**src/rtl/anffl_tex_pkg.sv**
```systemverilog
// Shared definitions for the TEX texel fetch path.
//   - texture format encodings
//   - fetch FSM state encoding
//   - texel size (log2 bytes) per format
package anffl_tex_pkg;

  localparam logic [1:0] FMT_RGBA8888 = 2'b00;
  localparam logic [1:0] FMT_RGB565   = 2'b01;
  localparam logic [1:0] FMT_L8       = 2'b10;
  localparam logic [1:0] FMT_RSVD     = 2'b11;

  localparam logic [1:0] ST_IDLE = 2'd0;
  localparam logic [1:0] ST_REQ  = 2'd1;
  localparam logic [1:0] ST_WAIT = 2'd2;
  localparam logic [1:0] ST_OUT  = 2'd3;

  // log2 of the texel size in bytes; the reserved format never addresses memory
  function automatic logic [1:0] texel_shift(input logic [1:0] fmt);
    case (fmt)
      FMT_RGBA8888: texel_shift = 2'd2;
      FMT_RGB565:   texel_shift = 2'd1;
      default:      texel_shift = 2'd0;
    endcase
  endfunction

endpackage

```
**src/rtl/anffl_tex_texel_unpack.sv**
```systemverilog
// Combinational expansion of one memory word into an RGBA8888 texel.
//   fmt   : texture format (anffl_tex_pkg encodings)
//   lane  : byte offset of the texel inside the 32-bit word
//   rdata : raw memory word
//   texel : R[31:24] G[23:16] B[15:8] A[7:0]
module anffl_tex_texel_unpack
  import anffl_tex_pkg::*;
(
  input  logic [1:0]  fmt,
  input  logic [1:0]  lane,
  input  logic [31:0] rdata,
  output logic [31:0] texel
);

  logic [15:0] half;
  logic [7:0]  lum;
  logic [4:0]  r5;
  logic [5:0]  g6;
  logic [4:0]  b5;

  always_comb begin
    half = lane[1] ? rdata[31:16] : rdata[15:0];
    case (lane)
      2'd0:    lum = rdata[7:0];
      2'd1:    lum = rdata[15:8];
      2'd2:    lum = rdata[23:16];
      default: lum = rdata[31:24];
    endcase
    r5 = half[15:11];
    g6 = half[10:5];
    b5 = half[4:0];

    case (fmt)
      // memory stores R in the lowest byte; output wants R in the highest
      FMT_RGBA8888: texel = {rdata[7:0], rdata[15:8], rdata[23:16], rdata[31:24]};
      // replicate MSBs into the vacated LSBs so full-scale maps to 0xFF
      FMT_RGB565:   texel = {r5, r5[4:2], g6, g6[5:4], b5, b5[4:2], 8'hFF};
      FMT_L8:       texel = {lum, lum, lum, 8'hFF};
      default:      texel = 32'h0;
    endcase
  end

endmodule

```
**src/rtl/anffl_tex_texel_fetch.sv**
```systemverilog
// Texel fetch stage: turns (u, v) texel indices into a word read on the
// texture memory port, unpacks the returned word to RGBA8888 and hands it
// to the filter stage. One fetch in flight at a time.
//   in_*       : request handshake, indices, texture descriptor
//   mem_*      : single-word read port (req/gnt, then rvalid/rdata)
//   out_*      : texel handshake towards the filter stage
module anffl_tex_texel_fetch
  import anffl_tex_pkg::*;
#(
  parameter int ADDR_W = 32
) (
  input  logic              clk,
  input  logic              rst_n,
  input  logic              in_valid,
  output logic              in_ready,
  input  logic [15:0]       in_u,
  input  logic [15:0]       in_v,
  input  logic [3:0]        in_widthExp,
  input  logic [3:0]        in_heightExp,
  input  logic [1:0]        in_format,
  input  logic [ADDR_W-1:0] in_base,
  output logic              mem_req,
  output logic [ADDR_W-1:0] mem_addr,
  input  logic              mem_gnt,
  input  logic              mem_rvalid,
  input  logic [31:0]       mem_rdata,
  output logic              out_valid,
  input  logic              out_ready,
  output logic [31:0]       out_texel
);

  logic [1:0]  state;
  logic [1:0]  fmt;
  logic [1:0]  lane;

  logic [15:0] mask_u;
  logic [15:0] mask_v;
  logic [31:0] texel_idx;
  logic [31:0] byte_addr;
  logic [31:0] unpacked;

  // Address generation; out-of-range indices wrap via the power-of-two mask
  always_comb begin
    mask_u    = (16'd1 << in_widthExp) - 16'd1;
    mask_v    = (16'd1 << in_heightExp) - 16'd1;
    texel_idx = ({16'h0, in_v & mask_v} << in_widthExp) + {16'h0, in_u & mask_u};
    byte_addr = 32'(in_base) + (texel_idx << texel_shift(in_format));
  end

  anffl_tex_texel_unpack u_unpack (
    .fmt   (fmt),
    .lane  (lane),
    .rdata (mem_rdata),
    .texel (unpacked)
  );

  assign in_ready = (state == ST_IDLE);

  always_ff @(posedge clk or negedge rst_n) begin
    if (!rst_n) begin
      state     <= ST_IDLE;
      fmt       <= FMT_RGBA8888;
      lane      <= 2'd0;
      mem_req   <= 1'b0;
      mem_addr  <= '0;
      out_valid <= 1'b0;
      out_texel <= 32'h0;
    end else begin
      case (state)
        ST_IDLE: begin
          if (in_valid) begin
            fmt <= in_format;
            if (in_format == FMT_RSVD) begin
              out_texel <= 32'h0;
              out_valid <= 1'b1;
              state     <= ST_OUT;
            end else begin
              lane     <= byte_addr[1:0];
              mem_addr <= ADDR_W'({byte_addr[31:2], 2'b00});
              mem_req  <= 1'b1;
              state    <= ST_REQ;
            end
          end
        end
        ST_REQ: begin
          if (mem_gnt) begin
            mem_req <= 1'b0;
            state   <= ST_WAIT;
          end
        end
        ST_WAIT: begin
          if (mem_rvalid) begin
            out_texel <= unpacked;
            out_valid <= 1'b1;
            state     <= ST_OUT;
          end
        end
        default: begin
          if (out_ready) begin
            out_valid <= 1'b0;
            state     <= ST_IDLE;
          end
        end
      endcase
    end
  end

endmodule

```
**config.mk**
```make
export PLATFORM = sky130hd
export DESIGN_NAME = anffl_tex_texel_fetch
export DESIGN_NICKNAME = d
export VERILOG_FILES = /design/src/rtl/anffl_tex_pkg.sv /design/src/rtl/anffl_tex_texel_unpack.sv /design/src/rtl/anffl_tex_texel_fetch.sv
export SDC_FILE = /design/constraint.sdc
export NUM_CORES = 1
export LEC_CHECK = 0
export CORE_MARGIN = 10
export CORE_UTILIZATION = 50
export CTS_CLUSTER_DIAMETER = 100
export CTS_CLUSTER_SIZE = 16
export DETAILED_ROUTE_END_ITERATION = 6
export GPL_TIMING_DRIVEN = 0
export PLACE_DENSITY = 0.85
export SLEW_MARGIN = 20
export SYNTH_ARGS = -nofsm -noshare
export SYNTH_HDL_FRONTEND = slang
export SYNTH_HIERARCHICAL = 1
export SYNTH_SLANG_ARGS = --single-unit
```
**constraint.sdc**
```tcl
create_clock -name clk -period 4.9 [get_ports clk]
set_input_delay 1.225 -clock clk [delete_from_list [all_inputs] [get_ports clk]]
set_output_delay 1.225 -clock clk [all_outputs]
set_load 0.005 [all_outputs]
```
---- Word level (Yosys, flattened, before mapping) ----
Cells that the tools add are included.
storage, ports and cells
  memories kept ........................... 0
  memory bits (read-only) ................. 0
  word-level logic and storage cells ...... 69
  output and inout port bits .............. 67
  memory bits (writable) .................. 0
  register bits after elaboration ......... 70
  latch bits .............................. 0
  input bits .............................. 112
operators by class
  equality and inequality tests ........... 13
  muxes and demuxes ....................... 23
  shift operators ......................... 4
  magnitude comparators ................... 0
  reductions and logical operators ........ 14
  $add $sub $neg .......................... 4
  div/mod/pow operators ................... 0
  bitwise operators ....................... 4
  multipliers ............................. 0
operator list
  cell                     number
  $mux W32                 3
  $pmux W32 S3             1
  $pmux W32 S2             1
  $add A32 B16 Y32         1
  $add A32 B32 Y32         1
  $and A16 B16 Y16         2
  $shl A1 B4 Y16 const A   2
  $shl A16 B4 Y32          1
  $shl A32 B2 Y32          1
  $sub A16 B1 Y16 const B  2
  $pmux W8 S3              1
  $mux W16                 1
  $reduce_and A4 Y1        3
  $mux W2                  5
  $eq A2 B1 Y1 const B     4
  $eq A2 B2 Y1 const B     4
  $logic_not A2 Y1         4
  $ne A2 B2 Y1 const B     4
  $mux W1                  7
  $pmux W2 S3              1
  $reduce_and A5 Y1        1
  $pmux W2 S2              1
  $reduce_bool A2 Y1       2
  $reduce_bool A4 Y1       1
  7 further kinds          8

---- Logic depth before layout (Yosys ltp) ----
  depth after elaboration ................. 7
  depth in mapped cells ................... 35
  gate-level depth less buffers ........... 32

---- Hierarchy ----
Netlist, hierarchy kept.
by module, submodules not included
  module                  cells each  area each (um2)  seq. area each (um2)  times used
  anffl_tex_texel_fetch   996         7748.7           1751.7                1
  anffl_tex_texel_unpack  117         823.3            0.0                   1

---- Least setup slack after synthesis ----
OpenSTA, ideal clock, no wires.
  kind .................................... in2reg
  start ................................... in in_widthExp[0]
  end ..................................... reg mem_addr[30]
  cell stages on the path ................. 34
  setup time .............................. 0.133 ns
  path slack .............................. -2.518 ns
  arrival time ............................ 7.284 ns
  path through ............................ buf_4 -> buf_4 -> buf_2 -> buf_1 -> buf_1 -> nor2_1 -> nand2_1 -> ha_1 -> clkbuf_1 -> and2_1 -> nor2_1 -> o21ai_0 -> and2_1 -> ha_1 -> or3_1 -> o31ai_1 -> o21bai_1 -> a21o_1 -> a21o_1 -> a211oi_1 -> or3_1 -> mux2_2 -> o21ai_0 -> ha_1 -> a21oi_1 -> nor4b_1 -> a221o_1 -> a21oi_1 -> o2111a_1 -> o211ai_1 -> nand4b_1 -> a21oi_1 -> xor2_1 -> o21ai_0
on the way
  longest elaborated chain between the ends .. 6
  elaborated cells between the ends (all ways) .. 7
RTL lines
  what                  line                         source
  start, declared       anffl_tex_texel_fetch.sv:18  input logic [3:0] in_widthExp,
  $shl A1 B4 Y16        anffl_tex_texel_fetch.sv:44  mask_u = (16'd1 << in_widthExp) - 16'd1;
  $sub A16 B1 Y16       anffl_tex_texel_fetch.sv:44
  $and A16 B16 Y16      anffl_tex_texel_fetch.sv:46  texel_idx = ({16'h0, in_v & mask_v} << in_widthExp) + {16'h0, in_u & mask_u};
  $add A32 B16 Y32 (*)  anffl_tex_texel_fetch.sv:46
  $shl A32 B2 Y32 (*)   anffl_tex_texel_fetch.sv:47  byte_addr = 32'(in_base) + (texel_idx << texel_shift(in_format));
  $add A32 B32 Y32 (*)  anffl_tex_texel_fetch.sv:47
  end signal, assigned  anffl_tex_texel_fetch.sv:79  mem_addr <= ADDR_W'({byte_addr[31:2], 2'b00});
  end, declared         anffl_tex_texel_fetch.sv:23  output logic [ADDR_W-1:0] mem_addr,
Every way passes the cells marked *; elsewhere a longest branch is shown, timed or not.
A chain may end at the register's enable or synchronous reset.

---- Worst setup path in the final report ----
  start ................................... in in_heightExp[1]
  end ..................................... reg mem_addr[28]
on the way
  longest elaborated chain between the ends .. 7
RTL lines
  what              line                         source
  start, declared   anffl_tex_texel_fetch.sv:19  input logic [3:0] in_heightExp,
  $shl A1 B4 Y16    anffl_tex_texel_fetch.sv:45  mask_v = (16'd1 << in_heightExp) - 16'd1;
  $sub A16 B1 Y16   anffl_tex_texel_fetch.sv:45
  $and A16 B16 Y16  anffl_tex_texel_fetch.sv:46
  $shl A16 B4 Y32   anffl_tex_texel_fetch.sv:46
  $add A32 B16 Y32  anffl_tex_texel_fetch.sv:46
  $shl A32 B2 Y32   anffl_tex_texel_fetch.sv:47
  $add A32 B32 Y32  anffl_tex_texel_fetch.sv:47
No other way between the ends.

==> summary.md <==
| Metric | Value |
|---|---|
| CP dominant cell by count | buf_4 |
| Area growth, synth to finish | 50.17% |
| Max-slew violations | 0 |
| Crit end category | register |
| Worst vdd ir | 0.2486 mV |
| Die width | 150.9 µm |
| Initial Utilization | 51.33% |
| Min setup slack post-route | -2.588 ns |
| Post-route ant nets | 0 |
| Initial drt markers | 1533 |
| Worst slew pin tran | 0.9288 ns |
| Post-layout instance area | 0.01287 mm² |
| Violated checks | DRC, setup timing |
| Dpl hpwl | 25380 µm |
| Post-Route WL | 36870 µm |
| Routed WL per cell | 22.78 µm |
| Die ar. | 0.02278 mm² |
| Vias in the first global route | 9998 |
| RSZ-0062 raised after global routing | yes |
| Mapped Area | 0.008572 mm² |
| Power Density | 364.3 mW/mm² |
| Vias per inst | 6.701 |
| WHS Endpoint | out_valid |
| Worst-path fanout max | 10 |
| First-pass DRT Iterations | 7 |
| Total congestion overflow | 0 |
| Required time of the critical path | 5.15 ns |
| H-tree lvl count | 3 |
| Met1 WL | 13950 µm |
| Register bit total from synthesis | 70 |
| Num CTS Buffers | 9 |
| Hold Vio Cnt, Final | 0 |
| Total Routing Usage GR | 28.28% |
| R2R cell count | 9 |
| Longest Clk Path Bufs | 2 |
| Clock slew at reported path FFs | 0.06 ns |
| Hold buffer count at cts | 0 |
| # rows | 47 |
| Main synth FF type | dfrtp_1 |
| Met3 wire length | 4097 µm |
| First-pass GRT wire length | 52690 µm |
| Critical path class | in2reg |
| # diodes | 0 |
| Post-Syn Instances | 1113 |
| Final Setup Violations | 26 |
| Max incr delay on CP | 0.51 ns |
| Fillers | 1131 |
| Commonest non-fill, non-tap cell in the layout | clkdlybuf4s50_1 |
| Num ports | 179 |
| Total of max-cap violations | 0 |
| Core box area | 0.01670 mm² |
| Largest net degree at the start of global routing | 44 |
| Core Util, Final | 77.08% |
| Nets | 1569 |
| Post-synth EDFFs | 0 |
| Slew HR | 37.85% |
| Hold Crit Class | reg2reg |
| Dpl cells | 1508 |
| Residual DRC | 14 |
| Clock tree sinks | 70 |
| Placed Area | 0.01092 mm² |
| CP Launch Type | primary input |
| Initial antenna violation count | 0 |
| Fin crit share | 152.8% |
| Final TNS setup | -48.33 ns |
| Worst path slowest cell | ha_1 |
| Worst-Skew Late Latency | 0.34 ns |
| Hold Path Cell Cnt | 2 |
| Average cell area after synthesis | 7.702 µm² |
| DP Worst Slack | -3.567 ns |
| Min-delay src | out_valid |
| Worst Path Arrival | 7.74 ns |
| Vias post-DR | 10850 |
| Placer Congestion | 1.010 |
| Outcome | finished with violations |
| Async SR Flop Fraction | 100.0% |
| Port bufs | 172 |
| CTS root buf | clkbuf_16 |
| Die H | 150.9 µm |
| Cell Count, Final, Fillers Out | 1619 |
| P_leak | 0.005451 µW |
| Max Clk Rate | 133.5 MHz |
| WL met2 | 16810 µm |
| Clock skew | 0.01259 ns |
| Layout cells sized above 1 | 24.37% |
| Synth warn | 6 |
| CTS tree | built |
| Register area share after synthesis | 20.43% |
| Leading cell types in the layout, fill and taps excluded | 164 x clkdlybuf4s50_1, 135 x nand2_1, 87 x buf_4, 75 x nor2_1, 70 x dfrtp_1 |
| Tmin final | 7.488 ns |
| Max Used Layer | met4 |
| R2R Path End | out_texel[2] |
| Flop2flop setup slack | 2.38 ns |
| Post-synthesis cell type count | 92 |
| Worst r2r src | state[0] |
==> critical path, delay by kind of cell <==
family | cells | cell delay, ns
xor+xnor | 1 | 0.39
compound gates | 16 | 3.34
simple gates | 6 | 0.77
fa+ha+maj | 2 | 0.91
buf+inv | 8 | 1.07
==> final cells by class <==
cell class                      count  area (µm²)  share of cell area (%)
Clock buffer                       10       239.0                   1.857
Clock inverter                      6       85.08                  0.6610
Tap cell                          220       275.3                   2.138
Timing Repair Buffer              268        2535                   19.69
Buffer                             68       499.2                   3.878
Sequential cell                    70        1752                   13.61
Multi-Input combinational cell    952        7393                   57.44
Inverter                           25       93.84                  0.7290
==> worst max path at each step <==
stage / slack (ns) / to / cells past startpoint / from
3_5_place_dp: -3.57 / mem_addr[30] / 32 / in_widthExp[1]
2_1_floorplan: -2.02 / mem_addr[30] / 33 / in_heightExp[3]
6_report: -2.59 / mem_addr[28] / 33 / in_heightExp[1]
5_1_grt: -2.70 / mem_addr[28] / 35 / in_heightExp[2]
4_1_cts: -2.16 / mem_addr[30] / 34 / in_heightExp[2]
3_3_place_gp: -3.57 / mem_addr[30] / 32 / in_widthExp[1]
==> logic make-up after synthesis <==
family / share of synthesized area (%)
XOR/XNOR: 5.693
AND/OR/NAND/NOR: 22.32
other: 0.04375
flip-flops: 20.43
buffers and inverters: 5.240
adder cells (fa/ha/maj): 9.371
multiplexers: 6.276
AO/OA/AOI/OAI: 30.62
==> report_power, final <==
group / total, µW / switching [µW] / leakage (µW) / internal [µW]
sequential: 936 / 136 / 0.000898 / 801
clock: 714 / 256 / 0.000154 / 458
combinational: 3040 / 1580 / 0.00440 / 1460
total: 4690 / 1970 / 0.00545 / 2720
==> registers in the layout, indices dropped and copies added, names as in the netlist <==
name,cells
mem_req,1
fmt,2
out_valid,1
out_texel,32
mem_addr,30
state,2
lane,2
==> Yosys cell counts, types with 17 or more instances <==
master	number	area [µm²]
nor2_1	96	360.4
a211oi_1	17	127.6
xor2_1	25	219.0
a21oi_1	80	400.4
o211ai_1	17	127.6
and2_1	20	125.1
a21o_1	29	217.7
a22o_1	33	289.0
xnor2_1	28	245.2
dfrtp_1	70	1752
o21ai_0	86	430.4
inv_1	22	82.58
nor3_1	24	120.1
ha_1	61	763.2
nand2_1	141	529.3
clkbuf_1	38	142.6
mux2i_1	29	290.3
a31oi_1	25	156.4
==> routing by layer <==
| metal | GRT usage [%] | up-vias |
|---|---|---|
| met5 | 0 | - |
| met3 | 5.519 | 252 |
| li1 | - | 4690 |
| met4 | 8.710 | 0 |
| met1 | 35.42 | 5046 |
| met2 | 47.98 | 861 |
==> metrics by stage <==
stage / power, µW / hold slack (ns)
after floorplan: 2512 / 0.4698
after global placement: 3458 / 0.4620
after detailed placement: 3502 / 0.4680
after CTS: 4426 / 0.4801
after global routing: 4942 / 0.5053
final: 4690 / 0.4743
==> what timing repair did <==
item / in CTS / in global routing
endpoints found under the hold margin: 0 / 0
buffers inserted: 71 / 26
setup endpoints to repair: 31 / 28
gates resized for setup: 163 / 85
pin swaps: 85 / 56
No activity file was read; power rests on OpenSTA's default activity.
